$ cat config.mk
export PLATFORM = sky130hd
export DESIGN_NAME = vga_frame_monitor_flat
export DESIGN_NICKNAME = d
export VERILOG_FILES = /design/src/rtl/vga_frame_monitor_if.sv /design/src/rtl/vga_frame_monitor.sv /design/src/flat_wrapper.sv
export SDC_FILE = /design/constraint.sdc
export NUM_CORES = 1
export LEC_CHECK = 0
export ABC_AREA = 1
export ABC_CLOCK_PERIOD_IN_PS = 2400
export BUFFER_PORTS_ARGS = -buffer_cell sky130_fd_sc_hd__buf_2
export CORE_MARGIN = 1.5
export CORE_UTILIZATION = 38
export DETAILED_ROUTE_END_ITERATION = 8
export PLACE_DENSITY_LB_ADDON = 0.25
export REMOVE_ABC_BUFFERS = 1
export SKIP_CTS_REPAIR_TIMING = 1
export SKIP_LAST_GASP = 1
export SYNTH_ARGS = -nofsm -noshare
export SYNTH_HDL_FRONTEND = slang
export SYNTH_SLANG_ARGS = --single-unit
$ cat constraint.sdc
create_clock -name clk -period 2.4 [get_ports clk]
set_input_delay 0.24 -clock clk [delete_from_list [all_inputs] [get_ports clk]]
set_output_delay 0.24 -clock clk [all_outputs]
set_load 0.01 [all_outputs]
$ cat src/rtl/vga_frame_monitor_if.sv
// VGA pin bundle seen by the frame monitor: syncs plus 4:4:4 colour.
// Pure wiring, no latency; the monitor only listens and never drives these pins.
// No backpressure: the source owns every signal, the sink samples them.
interface vga_frame_monitor_if;
  logic       hsync;
  logic       vsync;
  logic [3:0] vga_r;
  logic [3:0] vga_g;
  logic [3:0] vga_b;

  modport master (output hsync, output vsync, output vga_r, output vga_g, output vga_b);
  modport slave  (input  hsync, input  vsync, input  vga_r, input  vga_g, input  vga_b);
endinterface

$ cat src/rtl/vga_frame_monitor.sv
// VGA receive-side checker: recovers x/y, checks line/frame timing, locks, captures a probe pixel.
// Latency: inputs registered once, edges seen one cycle later; status pulses are registered (+1 cycle).
// No backpressure: pure sink, every input sample is consumed every clock.
module vga_frame_monitor #(
  parameter int CLKS_PER_PIXEL = 4,
  parameter int H_ACTIVE       = 640,
  parameter int H_TOTAL        = 800,
  parameter int H_SYNC         = 96,
  parameter int H_BACK         = 48,
  parameter int V_ACTIVE       = 480,
  parameter int V_TOTAL        = 525,
  parameter int V_SYNC         = 2,
  parameter int V_BACK         = 33,
  parameter int LOCK_FRAMES    = 2
) (
  input  logic                clk,
  input  logic                reset,
  vga_frame_monitor_if.slave  vga,
  input  logic [9:0]          probe_x,
  input  logic [9:0]          probe_y,
  output logic                locked,
  output logic [15:0]         frame_count,
  output logic [7:0]          err_count,
  output logic                timing_err,
  output logic                blank_err,
  output logic                probe_valid,
  output logic [11:0]         probe_rgb
);

  localparam int PH_W = (CLKS_PER_PIXEL > 1) ? $clog2(CLKS_PER_PIXEL) : 1;

  localparam logic [PH_W-1:0] PH_LAST   = PH_W'(CLKS_PER_PIXEL - 1);
  localparam logic [PH_W-1:0] PH_SAMPLE = PH_W'(CLKS_PER_PIXEL / 2);
  localparam logic [11:0]     LINE_CLKS = 12'(H_TOTAL * CLKS_PER_PIXEL - 1);
  localparam logic [11:0]     SYNC_CLKS = 12'(H_SYNC * CLKS_PER_PIXEL);
  localparam logic [10:0]     FRAME_LINES = 11'(V_TOTAL);
  localparam logic [9:0]      VSYNC_LINES = 10'(V_SYNC);
  localparam logic [9:0]      X_START = 10'(H_SYNC + H_BACK);
  localparam logic [9:0]      X_END   = 10'(H_SYNC + H_BACK + H_ACTIVE);
  localparam logic [9:0]      Y_START = 10'(V_SYNC + V_BACK);
  localparam logic [9:0]      Y_END   = 10'(V_SYNC + V_BACK + V_ACTIVE);
  localparam logic [7:0]      LOCK_GOOD = 8'(LOCK_FRAMES);

  typedef enum logic [1:0] {
    ST_UNLOCKED = 2'd0,
    ST_ACQUIRE  = 2'd1,
    ST_LOCKED   = 2'd2
  } state_e;

  // Input sampling: stage 1 is the working copy, stage 2 only serves edge detection.
  logic        hs1_q, hs1_d, hs2_q, hs2_d;
  logic        vs1_q, vs1_d, vs2_q, vs2_d;
  logic [11:0] rgb1_q, rgb1_d;

  // Timing measurement counters.
  logic [11:0]     line_clks_q, line_clks_d;
  logic [11:0]     low_clks_q, low_clks_d;
  logic [PH_W-1:0] phase_q, phase_d;
  logic [9:0]      pix_cnt_q, pix_cnt_d;
  logic [9:0]      v_line_q, v_line_d;
  logic [9:0]      vs_lines_q, vs_lines_d;

  // Lock tracking.
  state_e      state_q, state_d;
  logic [7:0]  good_q, good_d;
  logic        frame_bad_q, frame_bad_d;
  logic [15:0] frame_count_q, frame_count_d;
  logic [7:0]  err_count_q, err_count_d;

  // Registered pulse / capture outputs.
  logic        timing_err_q, timing_err_d;
  logic        blank_err_q, blank_err_d;
  logic        probe_valid_q, probe_valid_d;
  logic [11:0] probe_rgb_q, probe_rgb_d;

  // Combinational events.
  logic        hs_edge, hs_rise, vs_edge, vs_rise;
  logic [10:0] lines_at_vs;
  logic        line_err, frame_err, err_any;
  logic        tracking, strobe, in_active;
  logic [9:0]  pix_x, pix_y;
  logic        blank_hit, probe_hit, good_frame;

  // Sync edges: falling edge is the sync assertion, rising edge ends the pulse.
  assign hs_edge = hs2_q & ~hs1_q;
  assign hs_rise = ~hs2_q & hs1_q;
  assign vs_edge = vs2_q & ~vs1_q;
  assign vs_rise = ~vs2_q & vs1_q;

  // Position is meaningless until a vsync edge has aligned v_line, so decode only after that.
  assign tracking = (state_q != ST_UNLOCKED);

  // Sample pipeline and line/frame timing counters with their error checks.
  always_comb begin
    hs1_d  = vga.hsync;
    hs2_d  = hs1_q;
    vs1_d  = vga.vsync;
    vs2_d  = vs1_q;
    rgb1_d = {vga.vga_r, vga.vga_g, vga.vga_b};

    line_clks_d = line_clks_q;
    low_clks_d  = low_clks_q;
    phase_d     = phase_q;
    pix_cnt_d   = pix_cnt_q;
    v_line_d    = v_line_q;
    vs_lines_d  = vs_lines_q;

    if (hs_edge)                      line_clks_d = 12'd0;
    else if (line_clks_q != 12'hFFF)  line_clks_d = line_clks_q + 12'd1;

    if (hs_edge)                             low_clks_d = 12'd1;
    else if (!hs1_q && low_clks_q != 12'hFFF) low_clks_d = low_clks_q + 12'd1;

    if (hs_edge || phase_q == PH_LAST) phase_d = '0;
    else                               phase_d = phase_q + PH_W'(1);

    if (hs_edge)                                         pix_cnt_d = 10'd0;
    else if (phase_q == PH_LAST && pix_cnt_q != 10'h3FF) pix_cnt_d = pix_cnt_q + 10'd1;

    // A coincident hsync edge belongs to the frame being closed, then v_line restarts at 0.
    lines_at_vs = {1'b0, v_line_q} + {10'd0, hs_edge};
    if (vs_edge)                           v_line_d = 10'd0;
    else if (hs_edge && v_line_q != 10'h3FF) v_line_d = v_line_q + 10'd1;

    if (vs_edge)                                       vs_lines_d = {9'd0, hs_edge};
    else if (hs_edge && !vs1_q && vs_lines_q != 10'h3FF) vs_lines_d = vs_lines_q + 10'd1;

    line_err  = (hs_edge && line_clks_q != LINE_CLKS) ||
                (hs_rise && low_clks_q != SYNC_CLKS);
    frame_err = (vs_edge && lines_at_vs != FRAME_LINES) ||
                (vs_rise && vs_lines_q != VSYNC_LINES);
    err_any   = tracking && (line_err || frame_err);
  end

  // Pixel decode: blanking violations and probe capture at the mid-pixel strobe.
  always_comb begin
    strobe    = (phase_q == PH_SAMPLE);
    in_active = (pix_cnt_q >= X_START) && (pix_cnt_q < X_END) &&
                (v_line_q >= Y_START) && (v_line_q < Y_END);
    pix_x     = pix_cnt_q - X_START;
    pix_y     = v_line_q - Y_START;
    blank_hit = tracking && strobe && !in_active && (rgb1_q != 12'd0);
    probe_hit = tracking && strobe && in_active && (pix_x == probe_x) && (pix_y == probe_y);

    blank_err_d   = blank_hit;
    probe_valid_d = probe_hit;
    probe_rgb_d   = probe_hit ? rgb1_q : probe_rgb_q;
  end

  // Lock FSM next state, good-frame counting and error accounting.
  always_comb begin
    state_d       = state_q;
    good_d        = good_q;
    frame_count_d = frame_count_q;
    frame_bad_d   = vs_edge ? 1'b0 : (frame_bad_q | err_any);
    good_frame    = vs_edge && !err_any && !frame_bad_q;
    timing_err_d  = err_any;
    err_count_d   = (err_any && err_count_q != 8'hFF) ? err_count_q + 8'd1 : err_count_q;

    case (state_q)
      ST_UNLOCKED: begin
        if (vs_edge) begin
          state_d = ST_ACQUIRE;
          good_d  = 8'd0;
        end
      end
      ST_ACQUIRE: begin
        if (err_any) begin
          good_d = 8'd0;
        end else if (good_frame) begin
          good_d        = good_q + 8'd1;
          frame_count_d = frame_count_q + 16'd1;
          if (good_q + 8'd1 == LOCK_GOOD) state_d = ST_LOCKED;
        end
      end
      ST_LOCKED: begin
        if (err_any) begin
          state_d = ST_ACQUIRE;
          good_d  = 8'd0;
        end else if (good_frame) begin
          frame_count_d = frame_count_q + 16'd1;
        end
      end
      default: begin
        state_d = ST_UNLOCKED;
        good_d  = 8'd0;
      end
    endcase
  end

  // State registers; syncs reset to their idle-high level so reset creates no edge.
  always_ff @(posedge clk) begin
    if (reset) begin
      hs1_q         <= 1'b1;
      hs2_q         <= 1'b1;
      vs1_q         <= 1'b1;
      vs2_q         <= 1'b1;
      rgb1_q        <= 12'd0;
      line_clks_q   <= 12'd0;
      low_clks_q    <= 12'd0;
      phase_q       <= '0;
      pix_cnt_q     <= 10'd0;
      v_line_q      <= 10'd0;
      vs_lines_q    <= 10'd0;
      state_q       <= ST_UNLOCKED;
      good_q        <= 8'd0;
      frame_bad_q   <= 1'b0;
      frame_count_q <= 16'd0;
      err_count_q   <= 8'd0;
      timing_err_q  <= 1'b0;
      blank_err_q   <= 1'b0;
      probe_valid_q <= 1'b0;
      probe_rgb_q   <= 12'd0;
    end else begin
      hs1_q         <= hs1_d;
      hs2_q         <= hs2_d;
      vs1_q         <= vs1_d;
      vs2_q         <= vs2_d;
      rgb1_q        <= rgb1_d;
      line_clks_q   <= line_clks_d;
      low_clks_q    <= low_clks_d;
      phase_q       <= phase_d;
      pix_cnt_q     <= pix_cnt_d;
      v_line_q      <= v_line_d;
      vs_lines_q    <= vs_lines_d;
      state_q       <= state_d;
      good_q        <= good_d;
      frame_bad_q   <= frame_bad_d;
      frame_count_q <= frame_count_d;
      err_count_q   <= err_count_d;
      timing_err_q  <= timing_err_d;
      blank_err_q   <= blank_err_d;
      probe_valid_q <= probe_valid_d;
      probe_rgb_q   <= probe_rgb_d;
    end
  end

  assign locked      = (state_q == ST_LOCKED);
  assign frame_count = frame_count_q;
  assign err_count   = err_count_q;
  assign timing_err  = timing_err_q;
  assign blank_err   = blank_err_q;
  assign probe_valid = probe_valid_q;
  assign probe_rgb   = probe_rgb_q;

endmodule

$ cat src/flat_wrapper.sv
// flat-port wrapper written by rule: the top's interface ports become plain ports
module vga_frame_monitor_flat 
#(
  parameter int CLKS_PER_PIXEL = 4,
  parameter int H_ACTIVE       = 640,
  parameter int H_TOTAL        = 800,
  parameter int H_SYNC         = 96,
  parameter int H_BACK         = 48,
  parameter int V_ACTIVE       = 480,
  parameter int V_TOTAL        = 525,
  parameter int V_SYNC         = 2,
  parameter int V_BACK         = 33,
  parameter int LOCK_FRAMES    = 2
)
  (clk, reset, probe_x, probe_y, locked, frame_count, err_count, timing_err, blank_err, probe_valid, probe_rgb, vga_hsync, vga_vsync, vga_vga_r, vga_vga_g, vga_vga_b);
  vga_frame_monitor_if vga_i ();
  input  logic clk;
  input  logic reset;
  input  logic [9:0] probe_x;
  input  logic [9:0] probe_y;
  output logic locked;
  output logic [15:0] frame_count;
  output logic [7:0] err_count;
  output logic timing_err;
  output logic blank_err;
  output logic probe_valid;
  output logic [11:0] probe_rgb;
  input wire logic [$bits(vga_i.hsync)-1:0] vga_hsync;
  input wire logic [$bits(vga_i.vsync)-1:0] vga_vsync;
  input wire logic [$bits(vga_i.vga_r)-1:0] vga_vga_r;
  input wire logic [$bits(vga_i.vga_g)-1:0] vga_vga_g;
  input wire logic [$bits(vga_i.vga_b)-1:0] vga_vga_b;
  assign vga_i.hsync = vga_hsync;
  assign vga_i.vsync = vga_vsync;
  assign vga_i.vga_r = vga_vga_r;
  assign vga_i.vga_g = vga_vga_g;
  assign vga_i.vga_b = vga_vga_b;
  vga_frame_monitor #(.CLKS_PER_PIXEL(CLKS_PER_PIXEL), .H_ACTIVE(H_ACTIVE), .H_TOTAL(H_TOTAL), .H_SYNC(H_SYNC), .H_BACK(H_BACK), .V_ACTIVE(V_ACTIVE), .V_TOTAL(V_TOTAL), .V_SYNC(V_SYNC), .V_BACK(V_BACK), .LOCK_FRAMES(LOCK_FRAMES)) u_core (.clk(clk), .reset(reset), .vga(vga_i), .probe_x(probe_x), .probe_y(probe_y), .locked(locked), .frame_count(frame_count), .err_count(err_count), .timing_err(timing_err), .blank_err(blank_err), .probe_valid(probe_valid), .probe_rgb(probe_rgb));
endmodule
==> out/results.md <==
- **Routability Congestion** 0.814
- **sort of element at the start of the critical path** flip-flop
- **worst-path cell chain** inv_2 -> nand2_1 -> inv_1 -> ha_2 -> ha_1 -> nor3_2 -> nand4_1 -> nand2_1 -> nand2_2 -> nand2_4 -> nand3_4 -> nor2_4 -> nand2_1 -> a21oi_1
- **starting utilization of the core area** 0.389
- **type of the setup path with the least slack** flip-flop to flip-flop
- **max-slew violations** 0
- **average cell area after synthesis** 6.91 um2
- **placeable core region** 17300 um2
- **insertion delay to the later sink of the worst-skew pair** 0.42 ns
- **total clock buffers created by CTS** 17
- **total power per unit cell area** 693 nW/um2
- **die height** 136 um
- **detailed-routing iteration count for the pre-antenna-repair pass** 4
- **Max Buffers Root-to-Sink** 2
- **CTS tree** done
- **number of antenna violations at the first check in global routing** 0
- **synthesized area** 6730 um2
- **Most Frequent Cell on Critical Path** nand2_1
- **pin count of the biggest net entering global routing** 39
- **Worst setup EP type** flip-flop
- **cell count after synthesis** 973
- **sequential share of the synthesized area** 0.363
- **cell chosen for the clock root** clkbuf_16
- **residual DRC count** 0
- **actual slew at the worst max-slew pin** 0.819 ns
- **DIE AREA** 18500 um2
- **delay contributed by the slowest stage of the critical path** 0.32 ns
- **DR iter-0 viols** 315
- **top cells by area, synth** dfxtp_1 (36%), nand2_1 (11%), inv_1 (7.2%)
- **die outline width** 136 um
- **worst setup slack after layout** 0.184 ns
- **number of endpoints with negative hold slack in the final report** 0
- **total wire length** 15.2 mm
- **number of flops mapped to enable cells by yosys** 0
- **flip-flop and latch count after synthesis** 122
- **worst endpoint data arrival time** 2.57 ns
- **period utilization** 0.923
- **minimum setup slack after placement** 0.0677 ns
- **Worst Reg-to-Reg Cells** 14
- **clk_skew** 0.0102 ns
- **Leakage** 3.49 nW
- **number of distinct standard cells referenced by the synthesized netlist** 48
- **number of cells on the worst hold path** 2
- **Syn. warnings** 0
- **Slew HR** 0.452
- **Sinks on Clock Net** 122
- **count of pins on the block boundary** 76
- **total negative slack for setup checks** 0 ns
- **final critical delay including setup and external delays** 2.22 ns
- **Vias/cell** 4.77
- **VDD IR max** 0.000527 V
- **final setup violation count** 0
- **crit-path max FO** 8
- **first-pass GRT wire length** 24.8 mm
- **depth of the CTS H-tree** 4
- **status** completed
- **number of global-route vias before repair** 5345
- **Worst Path Required** 2.75 ns
- **commonest cells in the synthesized netlist** nand2_1 (198), inv_1 (129), dfxtp_1 (122), nor2_1 (110), a21oi_1 (87)
- **post-CTS clock slew at the launch and capture registers of the worst setup and hold paths** 0.06 ns
- **Port-buffer cells** 75
- **flip-flop cell with the highest count after synthesis** dfxtp_1
- **most used standard cell by instance count after synthesis** nand2_1
- **HP Class** input port to flip-flop
- **DRT antenna net count** 0
- **area overhead of the layout relative to synthesis** 19.0%
- **number of inserted diodes** 0
- **placed wire-length estimate** 11.1 mm
- **largest area contributor in the synthesized netlist** dfxtp_1
- **global route total overflow** 0
- **non-filler cells, final** 1300
- **fraction of final layout cells sized beyond drive strength 1** 0.153
- **WL/cell** 11.7 um
- **number of placement rows** 48
- **net total in the final layout** 1120
- **Post-Place Cells** 1262
- **async set-reset flop share out of synthesis** 0
- **number of max-cap violations** 0
- **Highest Clock Rate** 451 MHz
- **Yosys top cell area share** 0.363
- **vias after detailed routing** 6207
- **final design utilization** 0.463
- **combined global-route utilization of all metal layers** 0.166
- **slowest stage cell on the critical path** dfxtp_1
-- cell usage in the layout (no fill, tap or decap), types with 6 or more instances in the layout --
cell type    n
nand2_1    195
inv_1      128
dfxtp_1    122
nor2_1     110
a21oi_1     87
buf_2       75
nand3_1     74
o21ai_0     49
xor2_1      29
nand4_1     23
ha_1        21
nor3_1      19
clkbuf_16   17
buf_4       13
xnor2_1     12
or2_2        8
inv_2        7
nor4_1       7
nand2_2      6
-- logic make-up after synthesis --
logic type,share of synthesized area
and+or+nand+nor,0.310
AOI/OAI and AO/OA,0.135
buffers and inverters,0.0980
DFF,0.363
xor gates and xnor gates,0.0534
adders and majority gates,0.0409
-- flip-flops by register name, indices dropped and copies added (netlist names) --
register and flops:
u_core.probe_rgb 12, u_core.low_clks_q 12, u_core.frame_bad_q 1, u_core.phase_q 2, u_core.rgb1_q 12, u_core.vs_lines_q 10, u_core.vs2_q 1, u_core.blank_err 1
u_core.hs2_q 1, u_core.frame_count 16, u_core.pix_cnt_q 10, u_core.hs1_q 1, u_core.vs1_q 1, u_core.state_q 2, u_core.v_line_q 10, u_core.good_q 8
u_core.line_clks_q 12, u_core.probe_valid 1, u_core.err_count 8, u_core.timing_err 1
-- worst paths after layout --
path | from | end | slack [ns]
worst max-delay path | u_core.hs1_q$_SDFF_PP1_ | u_core.frame_count[2]$_SDFFE_PP0P_ | 0.18
worst min register to register | u_core.hs1_q$_SDFF_PP1_ | u_core.hs2_q$_SDFF_PP1_ | 0.43
worst min-delay path | vga_vsync | u_core.vs1_q$_SDFF_PP1_ | 0.01
worst max register to register | u_core.hs1_q$_SDFF_PP1_ | u_core.frame_count[2]$_SDFFE_PP0P_ | 0.18
-- power by group --
group | internal (W) | leakage [nW] | switching [W]
logic | 0.000314 | 2.23 | 0.000573
registers | 0.00212 | 0.991 | 0.0000849
clock network | 0.00148 | 0.268 | 0.000974
-- metrics by stage --
| step | total power [W] | cell area (um2) | hold WS [ns] |
|---|---|---|---|
| final | 0.00554 | 8000 | 0.0101 |
| after floorplan | 0.00282 | 6580 | 0.309 |
| after global placement | 0.00306 | 7350 | 0.425 |
| after global routing | 0.00583 | 8000 | 0.00514 |
| after CTS | 0.00555 | 7930 | -0.0139 |
| after detailed placement | 0.00307 | 7350 | 0.427 |
-- worst max-delay path, delay by kind of cell, from the launching register on --
family,cells,cell delay [ns]
AO/OA/AOI/OAI,1,0.12
buffers and inverters,2,0.11
flip-flops,1,0.32
adder cells (fa/ha/maj),2,0.46
AND/OR/NAND/NOR,9,1.14
-- layer usage --
metal  routed length, um  vias up  track usage
met5                   0        -            0
met4                 221        0       0.0632
met3                 558       16       0.0358
met2                6580       94        0.256
met1                7830     2755        0.225
li1                    -     3342            -
-- area by class of cell --
class,instances,area (um2)
Clock buffer,19,453
Clock inverter,13,121
Fill cell,1780,9290
Inverter,137,514
Multi-Input combinational cell,693,3670
Sequential cell,122,2440
Tap cell,225,282
Timing Repair Buffer,91,523
No activity file was read; power rests on OpenSTA's default activity.
